--- src/rtl/snes_joypad.sv ---
// rtl/snes_joypad.sv - SNES serial controller reader producing the Gameboy joystick vector
module snes_joypad #(
    parameter int HALF_CYCLES  = 25,
    parameter int LATCH_CYCLES = 50,
    parameter int POLL_PERIOD  = 69905
) (
    input  logic        clk,
    input  logic        reset_n,
    input  logic        joy_data,
    output logic        joy_strobe,
    output logic        joy_clock,
    output logic [7:0]  joystick,
    output logic [11:0] snes_buttons,
    output logic        present,
    output logic        update
);

    localparam int PHASE_MAX = (LATCH_CYCLES > HALF_CYCLES) ? LATCH_CYCLES : HALF_CYCLES;
    localparam int PW        = $clog2(PHASE_MAX);
    localparam int TW        = ($clog2(POLL_PERIOD) > 0) ? $clog2(POLL_PERIOD) : 1;

    typedef enum logic [2:0] {
        S_IDLE,
        S_LATCH,
        S_CLK_LO,
        S_CLK_HI,
        S_UPDATE
    } state_t;

    state_t        state, state_next;
    logic [1:0]    sync;
    logic          data_s;
    logic [TW-1:0] poll_cnt;
    logic          pending;
    logic [PW-1:0] phase;
    logic [PW-1:0] phase_val;
    logic          phase_load;
    logic          phase_done;
    logic [3:0]    bit_idx;
    logic [15:0]   cap;
    logic          sample;
    logic          last_bit;
    logic          scan_start;
    logic [15:0]   raw_next;
    logic [15:0]   pressed;
    logic          valid;
    logic          lr_both;
    logic          ud_both;

    assign data_s     = sync[1];
    assign phase_done = (phase == '0);

    // Two-flop synchronizer; idles at the released level so reset never looks like a press
    always_ff @(posedge clk or negedge reset_n) begin
        if (!reset_n) begin
            sync <= 2'b11;
        end else begin
            sync <= {sync[0], joy_data};
        end
    end

    // Free-running poll timer; ticks arriving during a scan collapse into one pending request
    always_ff @(posedge clk or negedge reset_n) begin
        if (!reset_n) begin
            poll_cnt <= '0;
            pending  <= 1'b0;
        end else if (poll_cnt == '0) begin
            poll_cnt <= TW'(POLL_PERIOD - 1);
            pending  <= 1'b1;
        end else begin
            poll_cnt <= poll_cnt - 1'b1;
            if (scan_start) begin
                pending <= 1'b0;
            end
        end
    end

    // FSM state register
    always_ff @(posedge clk or negedge reset_n) begin
        if (!reset_n) begin
            state <= S_IDLE;
        end else begin
            state <= state_next;
        end
    end

    // FSM next state, phase control and controller line drive
    always_comb begin
        state_next = state;
        phase_load = 1'b0;
        phase_val  = '0;
        sample     = 1'b0;
        last_bit   = 1'b0;
        scan_start = 1'b0;
        joy_strobe = 1'b0;
        joy_clock  = 1'b1;
        update     = 1'b0;
        case (state)
            S_IDLE: begin
                if (pending) begin
                    scan_start = 1'b1;
                    phase_load = 1'b1;
                    phase_val  = PW'(LATCH_CYCLES - 1);
                    state_next = S_LATCH;
                end
            end
            S_LATCH: begin
                joy_strobe = 1'b1;
                if (phase_done) begin
                    sample     = 1'b1;
                    phase_load = 1'b1;
                    phase_val  = PW'(HALF_CYCLES - 1);
                    state_next = S_CLK_LO;
                end
            end
            S_CLK_LO: begin
                joy_clock = 1'b0;
                if (phase_done) begin
                    phase_load = 1'b1;
                    phase_val  = PW'(HALF_CYCLES - 1);
                    state_next = S_CLK_HI;
                end
            end
            S_CLK_HI: begin
                if (phase_done) begin
                    sample = 1'b1;
                    if (bit_idx == 4'd15) begin
                        last_bit   = 1'b1;
                        state_next = S_UPDATE;
                    end else begin
                        phase_load = 1'b1;
                        phase_val  = PW'(HALF_CYCLES - 1);
                        state_next = S_CLK_LO;
                    end
                end
            end
            S_UPDATE: begin
                update     = 1'b1;
                state_next = S_IDLE;
            end
            default: begin
                state_next = S_IDLE;
            end
        endcase
    end

    // Phase timer, bit index and capture shift register
    always_ff @(posedge clk or negedge reset_n) begin
        if (!reset_n) begin
            phase   <= '0;
            bit_idx <= '0;
            cap     <= '0;
        end else begin
            if (phase_load) begin
                phase <= phase_val;
            end else if (!phase_done) begin
                phase <= phase - 1'b1;
            end
            if (scan_start) begin
                bit_idx <= '0;
            end else if (sample) begin
                cap[bit_idx] <= data_s;
                bit_idx      <= bit_idx + 1'b1;
            end
        end
    end

    // Final bit is folded in directly so results publish on the edge entering UPDATE
    always_comb begin
        raw_next = {data_s, cap[14:0]};
        pressed  = ~raw_next;
        valid    = ~|pressed[15:12];
        lr_both  = pressed[6] & pressed[7];
        ud_both  = pressed[4] & pressed[5];
    end

    // Publish decoded buttons; a bad signature clears everything
    always_ff @(posedge clk or negedge reset_n) begin
        if (!reset_n) begin
            joystick     <= '0;
            snes_buttons <= '0;
            present      <= 1'b0;
        end else if (last_bit) begin
            if (valid) begin
                snes_buttons <= pressed[11:0];
                present      <= 1'b1;
                joystick     <= {pressed[3],
                                 pressed[2],
                                 pressed[0] | pressed[1],
                                 pressed[8] | pressed[9],
                                 pressed[5] & ~ud_both,
                                 pressed[4] & ~ud_both,
                                 pressed[6] & ~lr_both,
                                 pressed[7] & ~lr_both};
            end else begin
                snes_buttons <= '0;
                present      <= 1'b0;
                joystick     <= '0;
            end
        end
    end

endmodule

--- config.mk ---
export PLATFORM = sky130hd
export DESIGN_NAME = snes_joypad
export DESIGN_NICKNAME = d
export VERILOG_FILES = /design/src/rtl/snes_joypad.sv
export SDC_FILE = /design/constraint.sdc
export NUM_CORES = 1
export LEC_CHECK = 0
export ABC_AREA = 1
export CAP_MARGIN = 20
export CELL_PAD_IN_SITES_DETAIL_PLACEMENT = 0
export CELL_PAD_IN_SITES_GLOBAL_PLACEMENT = 1
export CORE_ASPECT_RATIO = 1.4
export CORE_MARGIN = 10
export CORE_UTILIZATION = 30
export CTS_BUF_LIST = sky130_fd_sc_hd__clkbuf_4
export CTS_CLUSTER_SIZE = 30
export DETAILED_ROUTE_END_ITERATION = 12
export GPL_TIMING_DRIVEN = 1
export HOLD_SLACK_MARGIN = 0.08
export PLACE_DENSITY = 0.59
export SKIP_CTS_REPAIR_TIMING = 1
export SLEW_MARGIN = 20
export SYNTH_ARGS = -nofsm -noshare
export SYNTH_HDL_FRONTEND = slang
export SYNTH_SLANG_ARGS = --single-unit
--- constraint.sdc ---
create_clock -name clk -period 1.5 [get_ports clk]
set_input_delay 0.3 -clock clk [delete_from_list [all_inputs] [get_ports clk]]
set_output_delay 0.3 -clock clk [all_outputs]
set_load 0.005 [all_outputs]
==> results of run 1 <==
-- state kept, by name, summed over array words and instances, names as in the netlist --
register      flops
phase             6
snes_buttons     11
sync              2
joystick          7
poll_cnt         17
pending           1
cap              15
bit_idx           4
present           1
state             3
-- cell type report --
class,count,area [µm²]
Inverter,47,184
Clock buffer,9,67.6
Fill cell,1162,6390
Sequential cell,67,1680
Multi-Input combinational cell,327,1820
Clock inverter,7,68.8
Timing Repair Buffer,88,891
Antenna cell,1,2.50
Tap cell,144,180
-- where the power goes --
part           switching (mW)  total, mW  internal [mW]
logic                  0.0424     0.0530         0.0106
clock network           0.722       1.22          0.498
registers             0.00103       1.81           1.81
-- routing by layer --
layer,up-vias,track usage [%]
li1,1622,-
met1,1434,12.0
met2,42,17.1
met3,11,2.67
met4,0,4.31
met5,-,0
-- kinds of logic (layout without fill, tap and decap cells) --
family	after synthesis	count (layout)
adders and majority gates	7	7
DFF	67	67
xor gates and xnor gates	2	2
and+or+nand+nor	279	279
AOI/OAI and AO/OA	39	39
other	0	1
buffers and inverters	61	151
-- worst max path at each step --
stage,endpoint,from,slack (ns),cells after the start
after floorplan,joystick[1]$_DFFE_PN0P_,phase[0]$_DFFE_PN0P_,0.009,8
after global placement,phase[2]$_DFFE_PN0P_,phase[0]$_DFFE_PN0P_,-0.05,8
after detailed placement,bit_idx[0]$_DFFE_PN0P_,phase[0]$_DFFE_PN0P_,-0.08,8
after CTS,joy_strobe,state[2]$_DFFE_PN0P_,-0.47,2
after global routing,snes_buttons[10]$_DFFE_PN0P_,phase[0]$_DFFE_PN0P_,-0.11,8
final,snes_buttons[10]$_DFFE_PN0P_,phase[0]$_DFFE_PN0P_,-0.03,8
-- placed cells by master (no fill, tap or decap), types with 11 or more instances in the layout --
cell and n:
nand2_1 112, nor2_1 74, dfrtp_1 64, buf_4 49, inv_1 39, nand2_2 24
nand3_1 22, dlymetal6s2s_1 21, nand3_4 15, o21ai_1 14, a21oi_1 11
-- metrics by stage --
step	setup TNS (ns)	setup WS, ns
floorplan	0	0.00868
global placement	-0.642	-0.0475
finish	-0.0761	-0.0329
CTS	-6.63	-0.474
global route	-2.38	-0.108
detailed placement	-1.45	-0.0764
==> results.py, run 1 <==
metrics = {
    "finish": {
        "post-route-util_pct": 43.4,
        "stdcell_area_um2": 4890,
        "layout.nets": 550,
        "post_route_cells_drive_above_1_share_pct": 28.3,
        "layout.cells.non_filler": 690,
        "syn2layout_area_growth_pct": 42.3,
    },
    "synthesis": {
        "synthTopCellsByArea": "dfrtp_1, nand2_1, nor2_1, nand3_1, inv_1",
        "commonest_cells_post_synth": "nand2_1, nor2_1, dfrtp_1",
        "synth_simple_gate_area_share_pct": 34.4,
        "yosys.cell_types.count": 24,
        "adder_and_majority_gate_portion_of_the_synthesized_area_pct": 2.55,
        "synth-edff-count": 0,
        "yosys.area_share.xor_xnor_pct": 0.510,
        "compound_gate_fraction_of_synth_area_pct": 5.68,
        "syn_area_um2": 3440,
        "ys_async_sr_fraction_pct": 100,
        "synth.area.mux_share_pct": 0,
        "synth_sequential_area_ratio_pct": 48.9,
        "post_synth_top_flop": "dfrtp_1",
        "synth_top_cell_area_share_pct": 47.3,
        "synth.net_count": 465,
        "synth_top_family_by_area": "simple AND/OR/NAND/NOR gates",
        "yosysWarningCount": 0,
        "syn_inst": 455,
        "avgSynthCellArea_um2": 7.55,
        "synthMostInstantiatedCell": "nand2_1",
        "synth_top_cell_by_area": "dfrtp_1",
        "yosys_register_bits": 67,
    },
    "power_and_ir_drop": {
        "leakage_nw": 2.70,
        "post-layout-total-power_mw": 3.08,
        "power.density_nw_per_um2": 630,
        "ir_drop_worst_vdd_v": 0.000292,
    },
    "route": {
        "wirelength_mm": 8.53,
        "vias": 3109,
        "route.detailed.vias_per_inst": 4.51,
        "first_pass_iters": 4,
        "top_layer_used": "met4",
        "met2RoutedLength_mm": 4.31,
        "wl_met3_um": 240,
        "drc": 0,
        "met1_length_mm": 3.84,
        "postRouteAntennaNets": 0,
        "drt_iter0_markers": 144,
        "route.detailed.wl_per_inst_um": 12.4,
    },
    "grt": {
        "grt_pass1_wl_mm": 13.9,
        "maximum_number_of_pins_on_one_net_before_global_route_repair": 68,
        "track_usage_pct": 10.2,
        "grt_antenna_before_repair": 1,
        "globalRouteOverflowTotal": 0,
        "first_global_vias": 2914,
    },
    "flow_run": {
        "timing.max_cap.violations": 0,
    },
    "worst_setup_path": {
        "worstPathCellList": "inv_2 > ha_4 > nand3_4 > nor2_8 > nand3_4 > clkbuf_16 > nand2_1 > nand2_1",
        "slowest_stage": "dfrtp_1",
        "path_max_fanout": 6,
        "reg2reg_to": "snes_buttons[10]$_DFFE_PN0P_",
        "required_ns": 1.82,
        "setup.worst_path.class": "flip-flop to flip-flop",
        "worstRegToRegCells": 8,
        "critPathTopFamily": "simple AND/OR/NAND/NOR gates",
        "worstPathArrival_ns": 1.86,
        "crit_path_max_incr_delay_ns": 0.41,
        "setup.reg_to_reg.worst_slack_ns": -0.03,
        "worst_setup_path_end_kind": "flip-flop",
        "startpoint_of_the_lowest_slack_register_to_register_path": "phase[0]$_DFFE_PN0P_",
        "path_buf_inv": 2,
        "startpoint_class_of_the_critical_path": "flip-flop",
    },
    "placed_design": {
        "detailed_place_hpwl_mm": 5.79,
        "gp_routability_congestion": 0.800,
        "buffer_ports.inserted": 26,
        "detailed_place.area_um2": 4090,
        "post-place-cells": 647,
    },
    "timing": {
        "finalHoldViolCount": 0,
        "skew_ns": 0.0159,
        "maxClockFrequency_mhz": 652,
        "final.hold.worst_slack_ns": 0.269,
        "worst_slack_ns": -0.0329,
        "setup_viol_count_final": 6,
        "max_slew_margin_pct": 69.0,
        "worst_slew_pin_slew_ns": 0.464,
        "slew_limit_fails": 0,
        "final.min_clock_period_ns": 1.53,
        "final.period_utilization_pct": 102,
        "rsz0062_at_grt": "true",
    },
    "die": {
        "row_count": 46,
        "die-area_um2": 16200,
        "chipHeight_um": 147,
        "initial_utilization_pct": 30.5,
        "ioPinCount": 27,
        "design.core.area_um2": 11300,
        "die_width_um": 110,
    },
    "clocking": {
        "cts_buffers": 9,
        "clk-insertion-delay-late_ns": 0.43,
        "ctsHtreeMaxLevel": 3,
        "cts_max_path_buffers": 2,
        "ctsRootBufferMaster": "clkbuf_4",
        "clock_transition_at_the_registers_of_the_reported_paths_ns": 0.11,
        "cts_sinks": 67,
        "tritoncts": "yes",
    },
    "worst_hold_path": {
        "worstHoldPathCells": 1,
        "hold_path_end": "sync[0]$_DFF_PN1_",
        "worstHoldStart": "joy_data",
        "hold_path.class": "input port to flip-flop",
    },
    "status": {
        "run_status": "finished with violations",
        "violations_in_the_final_reports": "setup timing",
    },
}
Note: power is estimated with default switching activity, not from simulation.
==> inputs of run 2 (changes only) <==
--- a/config.mk
+++ b/config.mk
@@ -13,11 +13,11 @@
 export CORE_MARGIN = 10
 export CORE_UTILIZATION = 30
 export CTS_BUF_LIST = sky130_fd_sc_hd__clkbuf_4
-export CTS_CLUSTER_SIZE = 30
+export CTS_CLUSTER_SIZE = 8
 export DETAILED_ROUTE_END_ITERATION = 12
 export GPL_TIMING_DRIVEN = 1
 export HOLD_SLACK_MARGIN = 0.08
-export PLACE_DENSITY = 0.59
+export PLACE_DENSITY = 0.57
 export SKIP_CTS_REPAIR_TIMING = 1
 export SLEW_MARGIN = 20
 export SYNTH_ARGS = -nofsm -noshare
==> constraint.sdc (replaced) <==
create_clock -name clk -period 1.8 [get_ports clk]
set_input_delay 0.36 -clock clk [delete_from_list [all_inputs] [get_ports clk]]
set_output_delay 0.36 -clock clk [all_outputs]
set_load 0.005 [all_outputs]
==> run 2 against run 1 <==
Effect of this change:
- the flow now finishes without violations
- count of clock-buffer cells in the layout is 1 higher
- register-to-register slack improved by 0.22 ns
- core utilization down 6.7 points
- non-clock buffer count down 42
- highest routed layer unchanged
- critical path type is now flip-flop to output port
- total power is 16% lower
==> results.py, run 2 (synthesized netlist as in run 1, its figures left out) <==
metrics = {
    "timing": {
        "worst_slew_pin_slew_ns": 0.436,
        "final.hold.worst_slack_ns": 0.318,
        "final.period_utilization_pct": 94.3,
        "final.min_clock_period_ns": 1.70,
        "maxClockFrequency_mhz": 589,
        "finalHoldViolCount": 0,
        "max_slew_margin_pct": 70.9,
        "slew_limit_fails": 0,
        "setup_viol_count_final": 0,
        "skew_ns": 0.0148,
        "final.setup.tns_ns": 0,
    },
    "worst_setup_path": {
        "setup.worst_path.class": "flip-flop to output port",
        "path_buf_inv": 1,
        "startpoint_of_the_lowest_slack_register_to_register_path": "phase[0]$_DFFE_PN0P_",
        "required_ns": 1.44,
        "crit_path_max_incr_delay_ns": 0.52,
        "cp-endpoint": "joystick[1]",
        "path_max_fanout": 2,
        "worst_setup_path_end_kind": "output port",
        "cp.depth": 1,
        "reg2reg_to": "state[2]$_DFFE_PN0P_",
        "startpoint_class_of_the_critical_path": "flip-flop",
        "critPathTopFamily": "buffers and inverters",
        "worstPathArrival_ns": 1.34,
        "slowest_stage": "clkdlybuf4s50_1",
        "setup.reg_to_reg.worst_slack_ns": 0.19,
        "worstPathCellList": "clkdlybuf4s50_1",
        "worstSetupStartpoint": "joystick[1]$_DFFE_PN0P_",
        "worstRegToRegCells": 8,
    },
    "grt": {
        "grt_antenna_before_repair": 1,
        "grt_pass1_wl_mm": 14.1,
        "maximum_number_of_pins_on_one_net_before_global_route_repair": 48,
        "globalRouteOverflowTotal": 0,
        "track_usage_pct": 10.5,
        "first_global_vias": 2901,
    },
    "route": {
        "vias": 2896,
        "route.detailed.vias_per_inst": 4.47,
        "first_pass_iters": 4,
        "drc": 0,
        "postRouteAntennaNets": 0,
        "wirelength_mm": 8.11,
        "route.detailed.wl_per_inst_um": 12.5,
        "drt_iter0_markers": 115,
    },
    "finish": {
        "layout.nets": 508,
        "layout.cells.non_filler": 648,
        "syn2layout_area_growth_pct": 20.5,
        "mostFrequentLayoutCell": "nand2_1",
        "post_route_cells_drive_above_1_share_pct": 9.94,
        "final_cell_mix": "nand2_1, nor2_1, dfrtp_1",
        "number_of_fillers_in_the_final_layout": 1265,
        "largest_register_ff_count": 17,
        "largest_registers": "poll_cnt (17), cap (15), snes_buttons (11)",
        "stdcell_area_um2": 4140,
        "registers.top_by_ff_count": "poll_cnt",
    },
    "die": {
        "row_count": 46,
        "chipHeight_um": 147,
        "die-area_um2": 16200,
        "ioPinCount": 27,
        "die_width_um": 110,
        "initial_utilization_pct": 30.5,
        "design.core.area_um2": 11300,
    },
    "placed_design": {
        "detailed_place.area_um2": 3900,
        "buffer_ports.inserted": 26,
        "detailed_place_hpwl_mm": 6.02,
        "post-place-cells": 623,
        "gp_routability_congestion": 0.750,
    },
    "status": {
        "run_status": "completed",
    },
    "clocking": {
        "cts_buffers": 9,
        "ctsRootBufferMaster": "clkbuf_4",
        "ctsHtreeMaxLevel": 3,
        "cts_sinks": 67,
        "cts_max_path_buffers": 2,
        "clock_transition_at_the_registers_of_the_reported_paths_ns": 0.12,
        "clk-insertion-delay-late_ns": 0.43,
        "tritoncts": "yes",
    },
    "power_and_ir_drop": {
        "leakage_nw": 2.09,
        "ir_drop_worst_vdd_v": 0.000368,
        "power.density_nw_per_um2": 624,
    },
    "worst_hold_path": {
        "hold_path.class": "input port to flip-flop",
    },
    "flow_run": {
        "timing.max_cap.violations": 0,
    },
}
## run 2: cell types whose count changed in the layout (fill, tap and decap cells not counted), moves of 10 or more
cell / previous run / this run
buf_4: 49 / 15
nand2_1: 112 / 140
nand2_2: 24 / 0
clkdlybuf4s50_1: 1 / 21
dlymetal6s2s_1: 21 / 4
nand3_1: 22 / 39
nand3_4: 15 / 1
o21ai_0: 9 / 19
## run 2: per-stage QoR
stage | worst slack (ns) | utilization [%] | power, mW
final | 0.103 | 36.7 | 2.58
after global routing | -0.0126 | 36.7 | 2.72
after floorplan | 0.309 | - | 1.54
after detailed placement | 0.117 | 34.6 | 1.59
after CTS | -0.292 | 35.8 | 2.64
after global placement | 0.171 | 34.6 | 1.59
## run 2: worst min-delay path by stage
stage,to,slack (ns),startpoint,depth (start not counted)
CTS,poll_cnt[14]$_DFF_PN0_,-0.13,reset_n,2
detailed placement,sync[1]$_DFF_PN1_,0.35,sync[0]$_DFF_PN1_,0
finish,sync[0]$_DFF_PN1_,0.32,joy_data,1
floorplan,bit_idx[0]$_DFFE_PN0P_,0.06,reset_n,0
global placement,sync[1]$_DFF_PN1_,0.35,sync[0]$_DFF_PN1_,0
global route,sync[0]$_DFF_PN1_,0.28,joy_data,1
## run 2: layout make-up
cell class / count / area [µm²] / share of cell area, %
Sequential cell: 67 / 1680 / 40.6
Timing Repair Buffer: 46 / 468 / 11.3
Clock inverter: 6 / 66.3 / 1.60
Tap cell: 144 / 180 / 4.35
Inverter: 47 / 178 / 4.29
Clock buffer: 10 / 75.1 / 1.81
Antenna cell: 1 / 2.50 / 0.0604
Multi-Input combinational cell: 327 / 1490 / 36.0
## run 2: routing by layer
metal	up-vias	global-route usage, %	share of wire (%)
met2	34	16.9	48
met4	0	5.09	1.6
met5	-	0	0
met1	1332	12.8	47
met3	11	2.67	3.6
li1	1519	-	-
## run 2: power by group
| part | switching [mW] | internal (mW) |
|---|---|---|
| logic | 0.0367 | 0.0132 |
| registers | 0.000802 | 1.51 |
| clock network | 0.587 | 0.438 |
